`src/rtl/cam_capture_packer_if.sv`:
```
// Camera-side and frame-buffer-side signal bundle for cam_capture_packer.
// The camera drives pixd/vsync/href; the packer drives the BRAM write port.
`timescale 1ns/1ps
interface cam_capture_packer_if #(
  parameter int DATA_W        = 4,
  parameter int BYTES_PER_PIX = 2,
  parameter int ADDR_W        = 10
);
  logic [DATA_W-1:0]               pixd;
  logic                            vsync;
  logic                            href;
  logic [DATA_W*BYTES_PER_PIX-1:0] WDATA;
  logic [ADDR_W-1:0]               WADDR;
  logic                            WE;

  // camera / stimulus side
  modport master (
    output pixd, vsync, href,
    input  WDATA, WADDR, WE
  );

  // packer side
  modport slave (
    input  pixd, vsync, href,
    output WDATA, WADDR, WE
  );
endinterface

```
`src/rtl/cam_capture_packer.sv`:
```
// Camera capture packer: registers the camera bus, packs BYTES_PER_PIX beats per
// pixel (first beat in the MS bits), applies H/V decimation and writes pixels
// linearly into a 2**ADDR_W word frame buffer, one armed/continuous frame at a time.
`timescale 1ns/1ps
module cam_capture_packer #(
  parameter int DATA_W        = 4,
  parameter int BYTES_PER_PIX = 2,
  parameter int ADDR_W        = 10,
  parameter int H_DECIM       = 1,
  parameter int V_DECIM       = 1
) (
  input  logic                     pclk,
  input  logic                     rst,
  cam_capture_packer_if.slave      cam,
  input  logic                     arm,
  input  logic                     continuous,
  output logic                     busy,
  output logic                     frame_done,
  output logic                     overflow,
  output logic [9:0]               line_cnt
);

  localparam int PIX_W = DATA_W * BYTES_PER_PIX;

  localparam logic [1:0] S_IDLE    = 2'd0;
  localparam logic [1:0] S_WAIT_VS = 2'd1;
  localparam logic [1:0] S_CAPTURE = 2'd2;
  localparam logic [1:0] S_FULL    = 2'd3;

  localparam logic [ADDR_W:0] DEPTH     = {1'b1, {ADDR_W{1'b0}}};
  localparam logic [ADDR_W:0] LAST_ADDR = {1'b0, {ADDR_W{1'b1}}};
  localparam logic [0:0]      PH_LAST   = 1'(BYTES_PER_PIX - 1);
  localparam logic [2:0]      H_LAST    = 3'(H_DECIM - 1);
  localparam logic [2:0]      V_LAST    = 3'(V_DECIM - 1);

  logic [1:0]        state;

  // stage-1 copies of the camera pins plus one more sample for edge detection
  logic [DATA_W-1:0] pixd_r;
  logic              vsync_r, vsync_q;
  logic              href_r, href_q;

  logic [0:0]        phase;
  logic [DATA_W-1:0] hist;
  logic [2:0]        col_mod;
  logic [2:0]        line_mod;
  logic [ADDR_W:0]   next_addr;

  logic              vs_fall, vs_rise, href_fall, keep;
  logic [PIX_W-1:0]  pix_next;

  // Register the camera bus once; every decision below uses these copies.
  always_ff @(posedge pclk) begin
    if (rst) begin
      pixd_r  <= '0;
      vsync_r <= 1'b0;
      vsync_q <= 1'b0;
      href_r  <= 1'b0;
      href_q  <= 1'b0;
    end else begin
      pixd_r  <= cam.pixd;
      vsync_r <= cam.vsync;
      vsync_q <= vsync_r;
      href_r  <= cam.href;
      href_q  <= href_r;
    end
  end

  // Edge detects on the registered sync signals and the decimation keep test.
  always_comb begin
    vs_fall   = vsync_q & ~vsync_r;
    vs_rise   = ~vsync_q & vsync_r;
    href_fall = href_q & ~href_r;
    keep      = (col_mod == '0) && (line_mod == '0);
  end

  // Only one earlier beat is ever needed, so the pixel word is built from a
  // single-beat history plus the current beat instead of a full shift register.
  if (BYTES_PER_PIX == 1) begin : g_one_beat
    assign pix_next = pixd_r;
  end else begin : g_two_beat
    assign pix_next = {hist, pixd_r};
  end

  assign busy = (state == S_WAIT_VS) || (state == S_CAPTURE);

  // Frame sequencing, beat packing, decimation and BRAM write generation.
  always_ff @(posedge pclk) begin
    if (rst) begin
      state      <= S_IDLE;
      cam.WE     <= 1'b0;
      cam.WDATA  <= '0;
      cam.WADDR  <= '0;
      frame_done <= 1'b0;
      overflow   <= 1'b0;
      line_cnt   <= '0;
      next_addr  <= '0;
      phase      <= '0;
      hist       <= '0;
      col_mod    <= '0;
      line_mod   <= '0;
    end else begin
      cam.WE     <= 1'b0;
      frame_done <= 1'b0;

      // WADDR shows the write address with WE, then advances; it holds at the
      // last address once the buffer is full so it never wraps.
      if (cam.WE && (next_addr != DEPTH))
        cam.WADDR <= next_addr[ADDR_W-1:0];

      case (state)
        S_IDLE: begin
          if (arm) begin
            state    <= S_WAIT_VS;
            overflow <= 1'b0;
          end else if (continuous) begin
            state <= S_WAIT_VS;
          end
        end

        S_WAIT_VS: begin
          if (vs_fall) begin
            state     <= S_CAPTURE;
            next_addr <= '0;
            cam.WADDR <= '0;
            line_cnt  <= '0;
            phase     <= '0;
            col_mod   <= '0;
            line_mod  <= '0;
          end
        end

        default: begin
          if (vs_rise) begin
            frame_done <= 1'b1;
            state      <= continuous ? S_WAIT_VS : S_IDLE;
          end else begin
            if (href_fall) begin
              phase    <= '0;
              col_mod  <= '0;
              line_mod <= (line_mod == V_LAST) ? '0 : line_mod + 3'd1;
              if (line_cnt != 10'd1023)
                line_cnt <= line_cnt + 10'd1;
            end
            if (href_r) begin
              hist <= pixd_r;
              if (phase == PH_LAST) begin
                phase   <= '0;
                col_mod <= (col_mod == H_LAST) ? '0 : col_mod + 3'd1;
                if (keep) begin
                  if (state == S_CAPTURE) begin
                    cam.WE    <= 1'b1;
                    cam.WDATA <= pix_next;
                    cam.WADDR <= next_addr[ADDR_W-1:0];
                    next_addr <= next_addr + 1'b1;
                    if (next_addr == LAST_ADDR)
                      state <= S_FULL;
                  end else begin
                    overflow <= 1'b1;
                  end
                end
              end else begin
                phase <= phase + 1'b1;
              end
            end
          end
        end
      endcase
    end
  end

endmodule

```
`src/flat_wrapper.sv`:
```
// flat-port wrapper written by rule: the top's interface ports become plain ports
module cam_capture_packer_flat 
#(
  parameter int DATA_W        = 4,
  parameter int BYTES_PER_PIX = 2,
  parameter int ADDR_W        = 10,
  parameter int H_DECIM       = 1,
  parameter int V_DECIM       = 1
)
  (pclk, rst, arm, continuous, busy, frame_done, overflow, line_cnt, cam_pixd, cam_vsync, cam_href, cam_WDATA, cam_WADDR, cam_WE);
  cam_capture_packer_if #(.DATA_W(DATA_W), .BYTES_PER_PIX(BYTES_PER_PIX), .ADDR_W(ADDR_W)) cam_i ();
  input  logic pclk;
  input  logic rst;
  input  logic arm;
  input  logic continuous;
  output logic busy;
  output logic frame_done;
  output logic overflow;
  output logic [9:0] line_cnt;
  input wire logic [$bits(cam_i.pixd)-1:0] cam_pixd;
  input wire logic [$bits(cam_i.vsync)-1:0] cam_vsync;
  input wire logic [$bits(cam_i.href)-1:0] cam_href;
  output wire logic [$bits(cam_i.WDATA)-1:0] cam_WDATA;
  output wire logic [$bits(cam_i.WADDR)-1:0] cam_WADDR;
  output wire logic [$bits(cam_i.WE)-1:0] cam_WE;
  assign cam_i.pixd = cam_pixd;
  assign cam_i.vsync = cam_vsync;
  assign cam_i.href = cam_href;
  assign cam_WDATA = cam_i.WDATA;
  assign cam_WADDR = cam_i.WADDR;
  assign cam_WE = cam_i.WE;
  cam_capture_packer #(.DATA_W(DATA_W), .BYTES_PER_PIX(BYTES_PER_PIX), .ADDR_W(ADDR_W), .H_DECIM(H_DECIM), .V_DECIM(V_DECIM)) u_core (.pclk(pclk), .rst(rst), .cam(cam_i), .arm(arm), .continuous(continuous), .busy(busy), .frame_done(frame_done), .overflow(overflow), .line_cnt(line_cnt));
endmodule
```
`config.mk`:
```
export PLATFORM = sky130hd
export DESIGN_NAME = cam_capture_packer_flat
export DESIGN_NICKNAME = d
export VERILOG_FILES = /design/src/rtl/cam_capture_packer_if.sv /design/src/rtl/cam_capture_packer.sv /design/src/flat_wrapper.sv
export SDC_FILE = /design/constraint.sdc
export NUM_CORES = 1
export LEC_CHECK = 0
export ABC_CLOCK_PERIOD_IN_PS = 5500
export CORE_MARGIN = 2
export CORE_UTILIZATION = 29
export CTS_CLUSTER_DIAMETER = 60
export DETAILED_ROUTE_END_ITERATION = 8
export GPL_TIMING_DRIVEN = 0
export PLACE_DENSITY = 0.55
export SETUP_SLACK_MARGIN = 0.5
export SYNTH_ARGS = -nofsm -noshare
export SYNTH_HDL_FRONTEND = slang
export SYNTH_SLANG_ARGS = --single-unit
```
`constraint.sdc`:
```
create_clock -name pclk -period 5.5 [get_ports pclk]
set_clock_uncertainty 0.1 [all_clocks]
set_input_delay 1.1 -clock pclk [delete_from_list [all_inputs] [get_ports pclk]]
set_output_delay 1.1 -clock pclk [all_outputs]
set_load 0.01 [all_outputs]
```
Word level (Yosys, flattened, before mapping)

Index checks and enable logic that the tools add are counted.

Flip-flop bits (word level): 63
Latch bits: 0
Bits in writable memories: 0
ROM bits: 0
Input port bits: 10
Output and inout bits: 32
Word-level logic and storage cells: 135
Memories: 0

$add $sub $neg: 5
$mul: 0
Div/mod/pow operators: 0
Magnitude comparators: 0
Eq/ne operators: 11
Shift-type cells: 0
Multiplexer cells: 57
Bitwise operators: 12
Reductions and logical operators: 33

Operator list:

| kind                                                               | number |
|---|---|
| 10-bit two-way mux                                                 | 11 |
| 11-bit two-way mux                                                 | 6 |
| 10-bit case mux with 2 select lines                                | 2 |
| 3-bit two-way mux                                                  | 9 |
| 11-bit case mux with 2 select lines                                | 1 |
| 7-bit AND reduction                                                | 3 |
| 4-bit nonzero test                                                 | 5 |
| 2-bit two-way mux                                                  | 9 |
| 2-bit nonzero test                                                 | 9 |
| 1-bit two-way mux                                                  | 14 |
| 3-bit case mux with 2 select lines                                 | 2 |
| 11-bit by 1-bit adder with 11-bit output (second input constant)   | 1 |
| 11-bit by 10-bit == test with 1-bit output (second input constant) | 1 |
| 11-bit != test (second input constant)                             | 1 |
| 10-bit by 1-bit adder with 10-bit output (second input constant)   | 1 |
| 10-bit != test (second input constant)                             | 1 |
| 1-bit NOT                                                          | 9 |
| 2-bit != test (second input constant)                              | 4 |
| 4-bit AND reduction                                                | 2 |
| 7-bit OR reduction                                                 | 1 |
| 3-bit by 1-bit adder with 3-bit output (second input constant)     | 2 |
| 3-bit logical NOT                                                  | 2 |
| 3-bit AND reduction                                                | 2 |
| 6-bit AND reduction                                                | 1 |
| 15 further kinds                                                   | 19 |

Longest topological paths before layout

Depth in word-level cells: 9
Depth in mapped cells: 10
Mapped depth without buffers: 6

Least setup slack after synthesis

No wires, ideal clock.

Path kind: in2reg
Start point: in rst
End point: reg u_core.cam.WADDR[0]
Library setup time: 0.136 ns
Arrival: 2.088 ns
Required time: 5.264 ns
Slack: 3.177 ns
Stages: 5
Path buffers: 1
Cell sequence: clkbuf_1 -> clkinv_1 -> nand2_1 -> a211o_1 -> o221ai_1

RTL lines:

| element              | line                        | RTL |
|---|---|---|
| start, declared      | flat_wrapper.sv:13          | `input logic rst;` |
| end signal, assigned | cam_capture_packer.sv:109   | `cam.WADDR <= next_addr[ADDR_W-1:0];` |
| end signal, assigned | cam_capture_packer.sv:154   | `cam.WADDR <= next_addr[ADDR_W-1:0];` |
| end, declared        | cam_capture_packer_if.sv:25 | `output WDATA, WADDR, WE` |

Worst setup path after layout

Start point: reg u_core.state[1]
End point: out busy

Longest elaborated chain between the ends: 2
Elaborated cells between the ends (all ways): 3
Those cells by class: eq/ne (2); reduce/logical (1)

RTL lines:

| element                                                                   | line                      | RTL |
|---|---|---|
| start, declared                                                           | cam_capture_packer.sv:36  | `logic [1:0] state;` |
| start signal, assigned                                                    | cam_capture_packer.sv:136 | `state <= continuous ? S_WAIT_VS : S_IDLE;` |
| 2-bit by 1-bit == test with 1-bit output or 2-bit == test (tied branches) | cam_capture_packer.sv:85  | `assign busy = (state == S_WAIT_VS) \|\| (state == S_CAPTURE);` |
| 1-bit logical OR *                                                        | cam_capture_packer.sv:85  |  |
| end, declared                                                             | flat_wrapper.sv:16        | `output logic busy;` |

Every way passes the cells marked *; elsewhere a longest branch is shown, timed or not.

==> results.toml <==
[yosys]
synth_seq_area_share = 0.3890
synth_edf_count = 0
syn_area_mm2 = 0.003242
synthFlopType = "dfxtp_1"
syn_inst = 380
synth_cell_type_count = 58
synth.top_cell.area_share = 0.3890
netlist.top_cell.by_area = "dfxtp_1"
ys_ff_latch = 63
syn_nets = 400
async_flop_share = 0
yosys-top-cells-area = "dfxtp_1 39%, a21oi_1 4.6%, nand2_1 3.9%, ha_1 3.9%, nand3_1 3.7%"
avgSynthCellArea_um2 = 8.531
ys_warn_count = 0

[routing]
wirelength_um = 9166
drt_first_iter_violations = 195
ant_nets = 0
vias_per_cell = 5.387
vias = 3103
wl_per_cell_um = 15.91
drc = 0
dr.pass1.iters = 7

[placement]
dpl.hpwl_um = 6453
place.gp.congestion = 0.8177
port_buffers = 40
dpl_cell_area_mm2 = 0.003817

[critical_path]
rr_endpoint = "u_core.next_addr[7]$_SDFFE_PP0P_"
r2r_slack_ns = 2.79
critPathMaxFanout = 8
r2r-start = "u_core.state[1]$_SDFFE_PP0P_"
rr_worst_depth = 7
setup.worst_path.start = "u_core.state[1]$_SDFFE_PP0P_"
crit_type = "reg2out"
end_kind = "primary output"
arrival_ns = 1.80
critPathLaunchType = "register"
required_ns = 4.30

[job]
cap_violations = 0

[timing]
whs_ns = 0.3589
fmax_mhz = 333.6
setup_violations = 0
totalNegativeSetupSlack_ns = 0
hold_viol = 0
drv_slew = 0
tightestPinTransition_ns = 0.8823
rsz0062_at_grt = "false"
period_share = 0.5451
period_needed_ns = 2.998
slew_headroom = 0.4072

[clock_network]
cts_tree = "done"
post_cts_buffers = 0
ctsHtreeMaxLevel = 3
numCtsBuffers = 9
clkTransAtPathRegs_ns = 0.08
clock-sinks = 63
cts_resized = 0
clk_latency_ns = 0.36
cts_hold_buf = 0
root_buffer = "clkbuf_8"
cts_buffer_depth = 2

[floorplanning]
die_w_um = 109.7
dieHeight_um = 109.7
io_pins = 42
start_util = 0.2977
num_rows = 38
die_area_mm2 = 0.01204
core_area_mm2 = 0.01089

[cells_and_area]
finalInstanceArea_mm2 = 0.004045
fin_nets = 451
area_growth_pct = 24.78
n_fill_cell = 1131
drive_gt1_frac = 0.06651
fin_util = 0.3715
diodes = 0

[power_and_ir_drop]
ir_worst_vdd_v = 0.0001326
p_per_area_mw_per_mm2 = 305.5
power_w = 0.001236
leakage_nw = 1.335

[grt]
grt_pass1_wl_um = 14820
grt_pass1_vias = 2921
antenna_found_initial = 0
grt_max_degree = 14
overflow = 0
grt_use_total = 0.1610

[worst_hold_path]
holdPathStages = 2
hold_class = "reg2reg"
worstHoldEndpoint = "u_core.hist[0]$_SDFFE_PP0P_"
hp-start = "u_core.hist[0]$_SDFFE_PP0P_"

[run_status]
status = "finished clean"
## critical path: stages (launching register included)
cell and delay (ns):
dfxtp_1 0.46, inv_1 0.11, ha_1 0.33, clkdlybuf4s50_1 0.55
## cells in the final DEF, fill, tap and decap left out, drive strengths merged, types with 4 or more instances in the layout
master,synthesis,routed
a211oi,5,5
a21oi,30,30
and3,4,4
buf,7,7
clkbuf,16,25
clkdlybuf4s50,0,40
clkinv,1,4
dfxtp,63,63
ha,10,10
inv,28,30
mux2i,10,10
nand2,34,34
nand2b,8,8
nand3,24,24
nand4,8,8
nor2,12,12
nor2b,11,11
nor3,6,6
nor4b,4,4
o2111ai,11,11
o211ai,5,5
o21ai,16,16
o221ai,7,7
o31ai,7,7
or4,11,11
## per-stage QoR
stage,instances,worst slack (ns)
after floorplan,380,3.177
after global placement,560,2.645
after detailed placement,560,2.645
after CTS,576,2.477
after global routing,576,2.388
final,576,2.502
## cells by family (layout without fill, tap and decap cells)
kind of cell	count (synthesis)	in the layout	synth area share
flops	63	63	0.3890
buf+inv	52	108	0.06985
mux	10	10	0.03088
compound gates	106	106	0.2308
fa+ha+maj	10	10	0.03860
simple gates	139	139	0.2408
## synthesized netlist by cell type, types with 8 or more instances
library cell  count
a21oi_1          30
clkbuf_1         15
dfxtp_1          63
ha_1             10
inv_1            28
mux2i_1          10
nand2_1          34
nand2b_1          8
nand3_1          24
nor2_1           12
nor2b_1          11
o2111ai_1        11
o21ai_0          16
or4_1            11
## worst max path at each step
stage / to / slack, ns
2_1_floorplan: u_core.cam.WADDR[0]$_SDFF_PP0_ / 3.18
3_3_place_gp: u_core.cam.WADDR[1]$_SDFF_PP0_ / 2.65
3_5_place_dp: u_core.cam.WADDR[0]$_SDFF_PP0_ / 2.64
4_1_cts: busy / 2.48
5_1_grt: busy / 2.39
6_report: busy / 2.50
## where the power goes
group	total, W	switching [W]	leakage (nW)	internal, W
combinational	0.000284	0.000195	0.711	0.0000891
sequential	0.000484	0.0000154	0.510	0.000468
clock	0.000468	0.000207	0.114	0.000260
## area by class of cell
class                           count  area [um^2]  share of cell area
Clock buffer                        9        123.9             0.03062
Inverter                           29        108.9             0.02691
Clock inverter                      7        103.9             0.02567
Buffer                             23        117.6             0.02908
Sequential cell                    63         1261              0.3118
Multi-Input combinational cell    265         1754              0.4337
Timing Repair Buffer               40        400.4             0.09898
Tap cell                          140        175.2             0.04330
## registers in the layout, indices dropped and copies added (netlist names), 3 cells and up
name and count:
u_core.line_mod 3, u_core.col_mod 3, u_core.hist 4, u_core.line_cnt 10, u_core.pixd_r 4, u_core.cam.WADDR 10, u_core.next_addr 11, u_core.cam.WDATA 8
## per-layer routing
metal  GRT usage  part of all wire  wire length [um]  vias to the layer above
li1            -                 -                 -                     1525
met1      0.2106              0.47              4297                     1489
met2      0.2553              0.47              4303                       81
met3     0.04386             0.050               454                        8
met4     0.05425             0.012               111                        0
met5           0                 0                 0                        -
Power figures use the tool's default switching activity.
